## config.mk

```make
export PLATFORM = sky130hd
export DESIGN_NAME = pool_flatten
export DESIGN_NICKNAME = d
export VERILOG_FILES = /design/src/rtl/pool_flatten.sv
export SDC_FILE = /design/constraint.sdc
export NUM_CORES = 1
export LEC_CHECK = 0
export CORE_MARGIN = 10
export CORE_UTILIZATION = 50
export DETAILED_ROUTE_END_ITERATION = 12
export HOLD_SLACK_MARGIN = 0.15
export PLACE_DENSITY_LB_ADDON = 0.25
export SYNTH_ARGS = -nofsm -noshare
export SYNTH_HDL_FRONTEND = slang
export SYNTH_SLANG_ARGS = --single-unit
```

## constraint.sdc

```tcl
create_clock -name clk -period 11.3 [get_ports clk]
set_input_delay 1.13 -clock clk [delete_from_list [all_inputs] [get_ports clk]]
set_output_delay 1.13 -clock clk [all_outputs]
set_load 0.01 [all_outputs]
```

## src/rtl/pool_flatten.sv

```systemverilog
// pool_flatten: 2x2 / stride-2 signed max-pooling in front of the FC flatten memory.
//
// Takes a raster stream (channel-major, then row-major, then column). It pools each 2x2 window
// using a half-row line buffer and writes every pooled value into the FC flatten memory through
// flat_we/flat_value/flat_addr. Once the whole map is written, it holds fc_enable high until the
// FC reports fc_all_end. It then pulses flat_done and returns to idle.
//
// Ports:
//   clk, reset_n            clock (rising edge), asynchronous active-low reset
//   start                   one-cycle pulse that begins a new map (honoured only when idle)
//   in_valid/in_ready       input handshake; in_value is the signed sample
//   flat_we/value/addr      flatten memory write port, one write per pooled output
//   fc_enable, fc_all_end   FC start level / FC finished
//   flat_done               one-cycle pulse when the FC run ends
//   argmax_addr/argmax_idx  winner-position readback (registered, one cycle latency)
//
// Optional feature: define POOL_ARGMAX_EN to store a 2-bit winner code per pooled output
// (0=r0c0, 1=r0c1, 2=r1c0, 3=r1c1). Without it, argmax_idx is tied to 0.

module pool_flatten #(
   parameter int unsigned DATA_W = 16,
   parameter int unsigned IMG_W  = 4,
   parameter int unsigned IMG_H  = 14,
   parameter int unsigned CH     = 1
) (
   input  logic              clk,
   input  logic              reset_n,
   input  logic              start,
   input  logic              in_valid,
   output logic              in_ready,
   input  logic [DATA_W-1:0] in_value,
   output logic              flat_we,
   output logic [DATA_W-1:0] flat_value,
   output logic [15:0]       flat_addr,
   output logic              fc_enable,
   input  logic              fc_all_end,
   output logic              flat_done,
   input  logic [15:0]       argmax_addr,
   output logic [1:0]        argmax_idx
);

   localparam int unsigned HALF_W   = IMG_W / 2;
   localparam int unsigned FLAT_LEN = CH * (IMG_H / 2) * HALF_W;
   localparam int unsigned LB_AW    = (HALF_W > 1) ? $clog2(HALF_W) : 1;

   localparam logic [15:0] HALF_W16 = 16'(HALF_W);
   localparam logic [15:0] PLANE16  = 16'((IMG_H / 2) * HALF_W);
   localparam logic [15:0] COL_LAST = 16'(IMG_W - 1);
   localparam logic [15:0] ROW_LAST = 16'(IMG_H - 1);
   localparam logic [15:0] CH_LAST  = 16'(CH - 1);

   localparam logic [1:0] StIdle   = 2'd0;
   localparam logic [1:0] StStream = 2'd1;
   localparam logic [1:0] StFlush  = 2'd2;
   localparam logic [1:0] StRun    = 2'd3;

   logic [1:0]  state_q, state_d;
   logic [15:0] col_q, col_d, row_q, row_d, ch_q, ch_d;

   logic signed [DATA_W-1:0] in_s;
   logic signed [DATA_W-1:0] tmp_q, tmp_d;
   logic [1:0]               tmp_arg_q, tmp_arg_d;
   logic signed [DATA_W-1:0] linebuf_q [HALF_W];
   logic [1:0]               lb_arg_q [HALF_W];
   logic [LB_AW-1:0]         lb_idx;
   logic signed [DATA_W-1:0] lb_rd, lb_wdata;
   logic [1:0]               lb_rd_arg, lb_warg;
   logic                     lb_we;

   logic              flat_we_q, flat_we_d;
   logic [DATA_W-1:0] flat_value_q, flat_value_d;
   logic [15:0]       flat_addr_q, flat_addr_d;
   logic [1:0]        flat_arg_q, flat_arg_d;
   logic              flat_done_q, flat_done_d;

   logic accept, last_smp, gt_tmp, gt_lb;

   assign in_s      = $signed(in_value);
   assign accept    = in_valid && (state_q == StStream);
   assign last_smp  = (col_q == COL_LAST) && (row_q == ROW_LAST) && (ch_q == CH_LAST);
   assign lb_idx    = LB_AW'(col_q >> 1);
   assign lb_rd     = linebuf_q[lb_idx];
   assign lb_rd_arg = lb_arg_q[lb_idx];
   // Strict greater-than: on ties the earlier-scanned sample keeps the slot.
   assign gt_tmp    = in_s > tmp_q;
   assign gt_lb     = in_s > lb_rd;

   always_comb begin
      state_d     = state_q;
      flat_done_d = 1'b0;
      case (state_q)
         StIdle:   if (start) state_d = StStream;
         StStream: if (accept && last_smp) state_d = StFlush;
         StFlush:  state_d = StRun;
         StRun: begin
            if (fc_all_end) begin
               state_d     = StIdle;
               flat_done_d = 1'b1;
            end
         end
         default:  state_d = StIdle;
      endcase
   end

   always_comb begin
      col_d = col_q;
      row_d = row_q;
      ch_d  = ch_q;
      if (state_q == StIdle && start) begin
         col_d = '0;
         row_d = '0;
         ch_d  = '0;
      end else if (accept) begin
         if (col_q == COL_LAST) begin
            col_d = '0;
            if (row_q == ROW_LAST) begin
               row_d = '0;
               ch_d  = ch_q + 16'd1;
            end else begin
               row_d = row_q + 16'd1;
            end
         end else begin
            col_d = col_q + 16'd1;
         end
      end
   end

   // Window reduction: even row folds each column pair into the line buffer, odd row merges the
   // buffered row-0 maximum with the row-1 pair and emits the result.
   always_comb begin
      tmp_d        = tmp_q;
      tmp_arg_d    = tmp_arg_q;
      lb_we        = 1'b0;
      lb_wdata     = tmp_q;
      lb_warg      = tmp_arg_q;
      flat_we_d    = 1'b0;
      flat_value_d = flat_value_q;
      flat_addr_d  = flat_addr_q;
      flat_arg_d   = flat_arg_q;
      if (accept) begin
         unique case ({row_q[0], col_q[0]})
            2'b00: begin
               tmp_d     = in_s;
               tmp_arg_d = 2'd0;
            end
            2'b01: begin
               lb_we    = 1'b1;
               lb_wdata = gt_tmp ? in_s : tmp_q;
               lb_warg  = gt_tmp ? 2'd1 : tmp_arg_q;
            end
            2'b10: begin
               tmp_d     = gt_lb ? in_s : lb_rd;
               tmp_arg_d = gt_lb ? 2'd2 : lb_rd_arg;
            end
            2'b11: begin
               flat_we_d    = 1'b1;
               flat_value_d = gt_tmp ? in_value : tmp_q;
               flat_arg_d   = gt_tmp ? 2'd3 : tmp_arg_q;
               flat_addr_d  = ch_q * PLANE16 + (row_q >> 1) * HALF_W16 + (col_q >> 1);
            end
            default: ;
         endcase
      end
   end

   always_ff @(posedge clk or negedge reset_n) begin
      if (!reset_n) begin
         state_q      <= StIdle;
         col_q        <= '0;
         row_q        <= '0;
         ch_q         <= '0;
         tmp_q        <= '0;
         tmp_arg_q    <= '0;
         flat_we_q    <= 1'b0;
         flat_value_q <= '0;
         flat_addr_q  <= '0;
         flat_arg_q   <= '0;
         flat_done_q  <= 1'b0;
      end else begin
         state_q      <= state_d;
         col_q        <= col_d;
         row_q        <= row_d;
         ch_q         <= ch_d;
         tmp_q        <= tmp_d;
         tmp_arg_q    <= tmp_arg_d;
         flat_we_q    <= flat_we_d;
         flat_value_q <= flat_value_d;
         flat_addr_q  <= flat_addr_d;
         flat_arg_q   <= flat_arg_d;
         flat_done_q  <= flat_done_d;
      end
   end

   // Line buffer contents are fully rewritten on every even row, so no reset is needed.
   always_ff @(posedge clk) begin
      if (lb_we) begin
         linebuf_q[lb_idx] <= lb_wdata;
         lb_arg_q[lb_idx]  <= lb_warg;
      end
   end

   assign in_ready   = (state_q == StStream);
   assign flat_we    = flat_we_q;
   assign flat_value = flat_value_q;
   assign flat_addr  = flat_addr_q;
   assign fc_enable  = (state_q == StRun);
   assign flat_done  = flat_done_q;

`ifdef POOL_ARGMAX_EN
   localparam int unsigned FLAT_AW = (FLAT_LEN > 1) ? $clog2(FLAT_LEN) : 1;

   logic [1:0] argmax_mem [FLAT_LEN];
   logic [1:0] argmax_idx_q;

   // Written alongside flat_we; contents persist across runs until overwritten.
   always_ff @(posedge clk) begin
      if (flat_we_q) argmax_mem[FLAT_AW'(flat_addr_q)] <= flat_arg_q;
   end

   always_ff @(posedge clk or negedge reset_n) begin
      if (!reset_n) begin
         argmax_idx_q <= '0;
      end else if (argmax_addr < 16'(FLAT_LEN)) begin
         argmax_idx_q <= argmax_mem[FLAT_AW'(argmax_addr)];
      end else begin
         argmax_idx_q <= '0;
      end
   end

   assign argmax_idx = argmax_idx_q;
`else
   logic unused_argmax;
   assign unused_argmax = ^{argmax_addr, flat_arg_q};
   assign argmax_idx    = 2'd0;
`endif

endmodule

```

Word-level counts from Yosys, hierarchy flattened
Memory sizes are Yosys's and may differ from the RTL's.
Cells that the tools add are included.
- register bits: 100
- memory bits (writable): 32
- bits of input ports: 37
- output and inout port bits: 38
- logic and storage cells: 74
- memories kept: 1
- memory list (name ; depth ; width ; read ports ; clocked after Yosys merged registers in ; wr ports ; line ; RTL):
    linebuf_q ; 2 ; 16 ; 1 ; 0 ; 1 ; 63 ; logic signed [DATA_W-1:0] linebuf_q [HALF_W];
- $add $sub $neg: 5
- multipliers: 1
- magnitude comparators: 2
- equality and inequality tests: 11
- multiplexer cells: 28
- reductions and logical operators: 17
- operator list (operator ; number):
    $mux 16 ; 15
    $add 16x1->16 const B ; 3
    $gt 16x16->1 ; 2
    $pmux 16 s2 ; 1
    $add 16x15->16 ; 1
    $add 16x16->16 ; 1
    $eq 16x2->1 const B ; 1
    $eq 16x4->1 const B ; 1
    $logic_not 16->1 ; 1
    $mul 16x3->15 const B ; 1
    $eq 2x2->1 const B ; 4
    $mux 1 ; 8
    $pmux 2 s4 ; 1
    $reduce_bool 2->1 ; 4
    $mux 2 ; 3
    $reduce_and 2->1 ; 3
    $reduce_and 3->1 ; 2
    $logic_and 1x1->1 ; 5
    $eq 2x1->1 const B ; 2
    $logic_not 2->1 ; 2
    $ne 2x1->1 const B ; 2
    $ne 2x2->1 const B ; 1

Longest topological paths before layout
- depth in word-level cells: 6
- depth in mapped cells: 18
- gate-level depth less buffers: 18

Least setup slack after synthesis
Ideal clock, no wire load.
- kind: register -> register
- from: register ch_q[2]
- to: register flat_addr_q[15], in the netlist flat_addr[15]
- arrival time: 4565 ps
- data required time: 11218 ps
- slack: 6653 ps
- cell stages (with the launch flop): 17
- path buffers: 0
- clock period less this slack: 4647 ps
- cells stage by stage: dfrtp_1 > fa_1 > ha_1 > a21o_1 > a21oi_1 > o21a_1 > o21ai_0 > o41ai_1 > xnor2_1 > fa_1 > ha_1 > a211o_1 > or2_2 > a2111oi_0 > o21ai_0 > a21o_1 > a31oi_1
- cells in the longest elaborated chain, start to end: 3
- ends and longest elaborated chain (item ; line ; RTL):
    from (decl) ; 58 ; logic [15:0] col_q, col_d, row_q, row_d, ch_q, ch_d;
    from (signal assigned) ; 183 ; ch_q <= ch_d;
    $mul 16x3->15 ; 159 ; flat_addr_d = ch_q * PLANE16 + (row_q >> 1) * HALF_W16 + (col_q >> 1);
    $add 16x16->16 ; 159 ;
    $add 16x15->16 ; 159 ;
    to (signal assigned) ; 188 ; flat_addr_q <= flat_addr_d;
    to (decl) ; 72 ; logic [15:0] flat_addr_q, flat_addr_d;
Every way passes these cells.
A chain may end at the register's enable or synchronous reset.

Final worst setup path
- from: register ch_q[3]
- to: register flat_addr_q[15], in the netlist flat_addr[15]
The elaborated chain is that of the path after synthesis.

==> impl_metrics.toml <==
[route]
wirelength_um = 22220
drc = 0
viasPerCell = 5.908
first_pass_iters = 5
ant_nets = 0
via_count = 7143
drt-initial-drc-count = 492
post_drt_wl_per_cell_um = 18.37

[global_route]
grt_pass1_wl_um = 37030
overflow = 0
grt_pass1_vias = 7108
grt_use_total_pct = 18.99
grt_antenna_before_repair = 0
grt_max_degree = 63

[synthesis]
synth-seq-area-share_pct = 37.94
ys_top_cells_by_count = "dfrtp_1 (100), ha_1 (85), nor2_1 (71), inv_1 (69), nand2_1 (65)"
yosys-top-cells-area = "dfrtp_1 (27%), ha_1 (12%), edfxtp_1 (11%), fa_1 (6.1%), xnor2_1 (4.1%)"
ys_ff_latch = 132
syn-mean-instance-area_um2 = 9.932
synth_edf_count = 32
syn_area_um2 = 9128
async_reset_ff_share_pct = 75.76
ys_warn_count = 0
yosys_most_used_dff = "dfrtp_1"
yosys.area.top_type = "dfrtp_1"
netlist_instances = 919
synth_top_area_share_pct = 27.42
synth_cell_types = 64
synth.most_common_cell = "dfrtp_1"

[sta]
setup_tns_ns = 0
final_hold_viol_count = 0
maxSlewViolCount = 0
tightestPinTransition_ns = 1.267
fin_skew_ns = 0.01081
slew_headroom_pct = 15.25
finalCritPeriodShare_pct = 49.53
setup_viol_count_final = 0
fmax_mhz = 178.7
whs_ns = 0.4771
period_needed_ns = 5.597
rsz0062_at_grt = "no"

[floorplan]
rows = 49
die_width_um = 155.1
die_area_um2 = 24060
ios = 75
start_util_pct = 50.81
coreArea_um2 = 17960
die_h_um = 155.1

[critical_path]
worst_setup_path_end_kind = "register"
path_class = "reg -> reg"
cp_num_buf_inv = 0
r2r_start = "ch_q[3]"
reg2reg_depth = 16
cp_cell_sequence = "fa_1 > ha_1 > a21o_1 > a21oi_1 > o21a_1 > o21ai_0 > o41ai_1 > xnor2_1 > fa_1 > ha_1 > a211o_1 > or2_2 > a2111oi_0 > o21ai_0 > a21o_1 > a31oi_1"
crit_family = "compound AO/OA/AOI/OAI gates"
required_ns = 11.66
r2r_slack_ns = 5.70
cp_slowest_cell = "a2111oi_0"
reg2reg_to = "flat_addr[15]"
cp_data_arrival_time_ns = 5.96
critPathLaunchType = "register"
crit_fanout = 6
critPathMaxStageDelay_ns = 0.78

[min_path]
min_from = "flat_addr[10]"
min_path_cells = 2
hp-class = "reg -> reg"
hold_end = "flat_addr[10]"

[finish]
post-route-util_pct = 58.32
final_cell_count_no_fill = 1209
num_antenna_cells = 0
fillers = 1503
drive_gt1_share_pct = 7.449
layout.nets = 1117
syn_to_final_growth_pct = 14.78

[placement]
port_buffers = 56
place_congestion = 0.8704
placed_cells = 1177
dp_hpwl_um = 15990

[clocking]
cts_tree = "yes"
cts_resized = 0
numCtsBuffers = 17
cts.sinks = 132
cts.hold.buffers_added = 0
cts-htree-levels = 4
post_cts_buffers = 0
ctsRootBufferMaster = "clkbuf_16"
clockBufferDepth = 2
clkTransAtPathRegs_ns = 0.06
clock_latency_ns = 0.44

[outcome]
status = "finished, final reports clean"

[pwr]
powerDensity_nw_per_um2 = 206.3
ir_worst_vdd_mv = 0.1230
leakage_nw = 4.572

[flow_run]
maxCapViolCount = 0
==> per-layer routing <==
metal,routed length (um),up-vias,GRT usage [%]
met1,9584,3488,23.53
met5,0,-,0
met2,11220,179,32.34
met3,1059,33,3.998
li1,-,3443,-
met4,349,0,5.893
==> cell families (layout without fill, tap and decap cells) <==
family,count (synthesis),in the layout,synth area share (%)
AND/OR/NAND/NOR,283,283,15.75
XOR/XNOR,51,51,4.894
AO/OA/AOI/OAI,198,198,14.52
buffers and inverters,107,167,4.661
flip-flops,132,132,37.94
adder cells (fa/ha/maj),113,113,17.79
other,1,2,0.04108
multiplexers,34,34,4.400
==> worst max path at each step <==
stage	from	endpoint	slack (ns)	cells after the start
2_1_floorplan	ch_q[2]	flat_addr[15]	6.65	16
3_3_place_gp	ch_q[3]	flat_addr[15]	5.87	16
3_5_place_dp	ch_q[3]	flat_addr[15]	5.79	16
4_1_cts	ch_q[3]	flat_addr[15]	5.72	16
5_1_grt	ch_q[3]	flat_addr[15]	5.36	16
6_report	ch_q[3]	flat_addr[15]	5.70	16
==> where the power goes <==
part / leakage, nW / switching (mW) / internal [mW]
Sequential: 1.62 / 0.107 / 0.612
Clock: 0.285 / 0.237 / 0.312
Combinational: 2.67 / 0.493 / 0.400
Total: 4.57 / 0.838 / 1.32
==> cells in the final DEF (no fill, tap or decap), types with 30 or more instances in the layout <==
cell type        count
a21oi_1             32
clkdlybuf4s50_1     55
dfrtp_1            100
edfxtp_1            32
ha_1                85
inv_1               69
nand2_1             65
nand3_1             30
nand4_1             34
nor2_1              71
o21ai_0             40
xnor2_1             43
==> worst min-delay path: stages, from the launching register on <==
cell and delay [ns]:
dfrtp_1 0.34, nand2_1 0.05, o31ai_1 0.05
==> stage by stage <==
stage               setup WS (ns)  cell area, um2  power, mW
floorplan                   6.653            9131      1.292
global placement            5.867            9894      1.602
detailed placement          5.793            9894      1.621
CTS                         5.720           10480      2.183
global route                5.359           10480      2.319
finish                      5.703           10480      2.161
==> state kept, by name, indices dropped and copies added, names as in the netlist <==
name / cells
linebuf_q: 32
ch_q: 16
col_q: 16
flat_addr: 16
flat_value: 16
row_q: 16
tmp_q: 16
state_q: 2
flat_done: 1
flat_we: 1
==> final cells by class <==
| class | instances | area, um2 | share of cell area, % |
|---|---|---|---|
| Tap cell | 229 | 286.5 | 2.735 |
| Inverter | 69 | 259.0 | 2.472 |
| Clock inverter | 15 | 156.4 | 1.493 |
| Multi-Input combinational cell | 681 | 5253 | 50.14 |
| Timing Repair Buffer | 66 | 633.1 | 6.043 |
| Clock buffer | 17 | 425.4 | 4.061 |
| Sequential cell | 132 | 3463 | 33.06 |
Note: power is estimated with default switching activity, not from simulation.
==> patch, RTL diff (same settings) <==
Add a define of `POOL_ARGMAX_EN`.
--- a/src/rtl/pool_flatten.sv
+++ b/src/rtl/pool_flatten.sv
@@ -16,6 +16,8 @@
 //
 // Optional feature: define POOL_ARGMAX_EN to store a 2-bit winner code per pooled output
 // (0=r0c0, 1=r0c1, 2=r1c0, 3=r1c1). Without it, argmax_idx is tied to 0.
+
+`define POOL_ARGMAX_EN
 
 module pool_flatten #(
    parameter int unsigned DATA_W = 16,
Function: no difference found for any inputs over 4 cycles, from zero or initial values and one cycle with reset_n low; that may be too few to reach the edited logic, so the function may still have changed.
==> patch against the unedited design <==
- critical path depth rose by 2
- wire length rose by 4.9%
- power rose by 13%
- cell area rose by 16%
- sequential share of layout area rose by 4.6 points
- sequential cell count rose by 38
- synthesized area rose by 15%
- worst hold slack got worse by 0.00068 ns
- worst setup slack improved by 0.25 ns
- largest cell class unchanged
- largest power group unchanged
==> patch: results (changes against the unedited design) <==
stage	metric	value	unit	change
power	leakage	5.339	nW	+17%
worst_setup_path	r2r_cells	18		+2
floorplanning	die_area	27230	um^2	+13%
placement	gp_congestion	0.8379		-3.7%
power	comb_power	0.000939	W	+5.2%
worst_setup_path	crit_family	compound AO/OA/AOI/OAI gates		
placement	dp_cells	1316		+12%
timing	relSlewSlack	28.36	%	+13 points
worst_hold_path	hold_end	flat_addr[9]$_DFFE_PN0P_		
yosys	yosys-top-cells-count	106 x dfrtp_1, 98 x nand2_1, 85 x ha_1, 75 x inv_1, 64 x edfxtp_1		
global_routing	grt_pass1_vias	7511		+5.7%
yosys	ys_types	66		+3.1%
yosys	synth_edf_count	64		+100%
worst_setup_path	worst_path_max_delay_cell	dfrtp_1		
power	power.internal	0.001519	W	+15%
yosys	ys.warnings.count	0		unchanged
layout	stdcell_count	1348		+11%
worst_setup_path	reg2reg_slack	5.95	ns	+0.25 ns
route	via_per_inst	5.527		-6.4%
yosys	async_reset_ff_share	62.35	%	-13 points
worst_hold_path	hp-start	flat_addr[9]$_DFFE_PN0P_		
placement	port_buffers	74		+32%
power	ir_drop	0.1601	mV	+30%
timing	whs	0.4764	ns	-0.0006810 ns
layout	drive_above_1_share	7.699	%	+0.25 points
worst_setup_path	crit_fanout	7		+1
power	p_sw_share	37.97	%	-0.78 points
worst_setup_path	arrival	5.67	ns	-0.29 ns
worst_setup_path	slowest_delay	0.54	ns	-0.24 ns
route	post_drt_wl_per_cell	17.28	um	-6.0%
yosys	avgSynthCellArea	10.57	um^2	+6.4%
route	drtIter0Drc	552		+12%
yosys	yosys-top-cells-area	dfrtp_1 25%, edfxtp_1 18%, ha_1 10%, fa_1 5.3%, nand2_1 3.5%		
yosys	ys_seq_area_share	43.51	%	+5.6 points
placement	dp_slack	5.960	ns	+0.1667 ns
run_status	status	completed		
placement	place_area	11520	um^2	+16%
power	seqPwrFrac	37.3	%	+4.0 points
global_routing	grt_start_max_net_pins	67		+6.3%
global_routing	grt_usage	17.59	%	-1.4 points
layout	nets	1215		+8.8%
cts	cts_setup_buffers	0		unchanged
timing	finClkSkew	0.01762	ns	+0.006801 ns
placement	dp_hpwl	16.81	mm	+5.1%
global_routing	grt_pass1_wl	38.46	mm	+3.9%
timing	period_share	47.35	%	-2.2 points
-- patch: cell types whose count changed after synthesis, sizes merged, moves of 11 or more --
| cell | delta |
|---|---|
| clkbuf | -11 |
| o21ai | +19 |
| nand2 | +33 |
| o311ai | -16 |
| a21oi | +15 |
| mux2i | +19 |
| edfxtp | +32 |
| a31oi | -18 |
| nand4 | -22 |
| o211ai | -13 |
| and3 | +17 |
-- patch: layer usage --
| layer | track usage [%] | vias up | wire length [um] |
|---|---|---|---|
| li1 | - | 3666 | - |
| met1 | 24.11 | 3591 | 10910 |
| met2 | 27.95 | 174 | 10850 |
| met3 | 3.411 | 20 | 1247 |
| met4 | 4.710 | 0 | 289 |
| met5 | 0 | - | 0 |
-- patch: worst register-to-register path, delay by kind of cell, from the launching register on --
family | cells | cell delay [ns]
AO/OA/AOI/OAI | 7 | 1.67
adder cells (fa/ha/maj) | 4 | 1.66
AND/OR/NAND/NOR | 5 | 1.18
flip-flops | 1 | 0.54
XOR/XNOR | 1 | 0.15
buffers and inverters | 1 | 0.04
-- patch: cell type report --
cell class | instances | area, um^2
clock buffers | 17 | 425.4
clock inverters | 15 | 185.2
fillers | 1726 | 8298
inverters | 76 | 285.3
multi-input cells | 715 | 5503
flip-flops and latches | 170 | 4574
well taps | 270 | 337.8
repair buffers | 85 | 820.8
-- patch: kinds of logic (layout without fill, tap and decap cells) --
| group | after synthesis | after routing | share of synthesized area (%) |
|---|---|---|---|
| compound gates | 183 | 183 | 10.88 |
| simple gates | 306 | 306 | 14.19 |
| fa+ha+maj | 113 | 113 | 15.45 |
| buf+inv | 110 | 193 | 4.320 |
| xor+xnor | 50 | 50 | 4.166 |
| flops | 170 | 170 | 43.51 |
| mux | 63 | 63 | 7.486 |
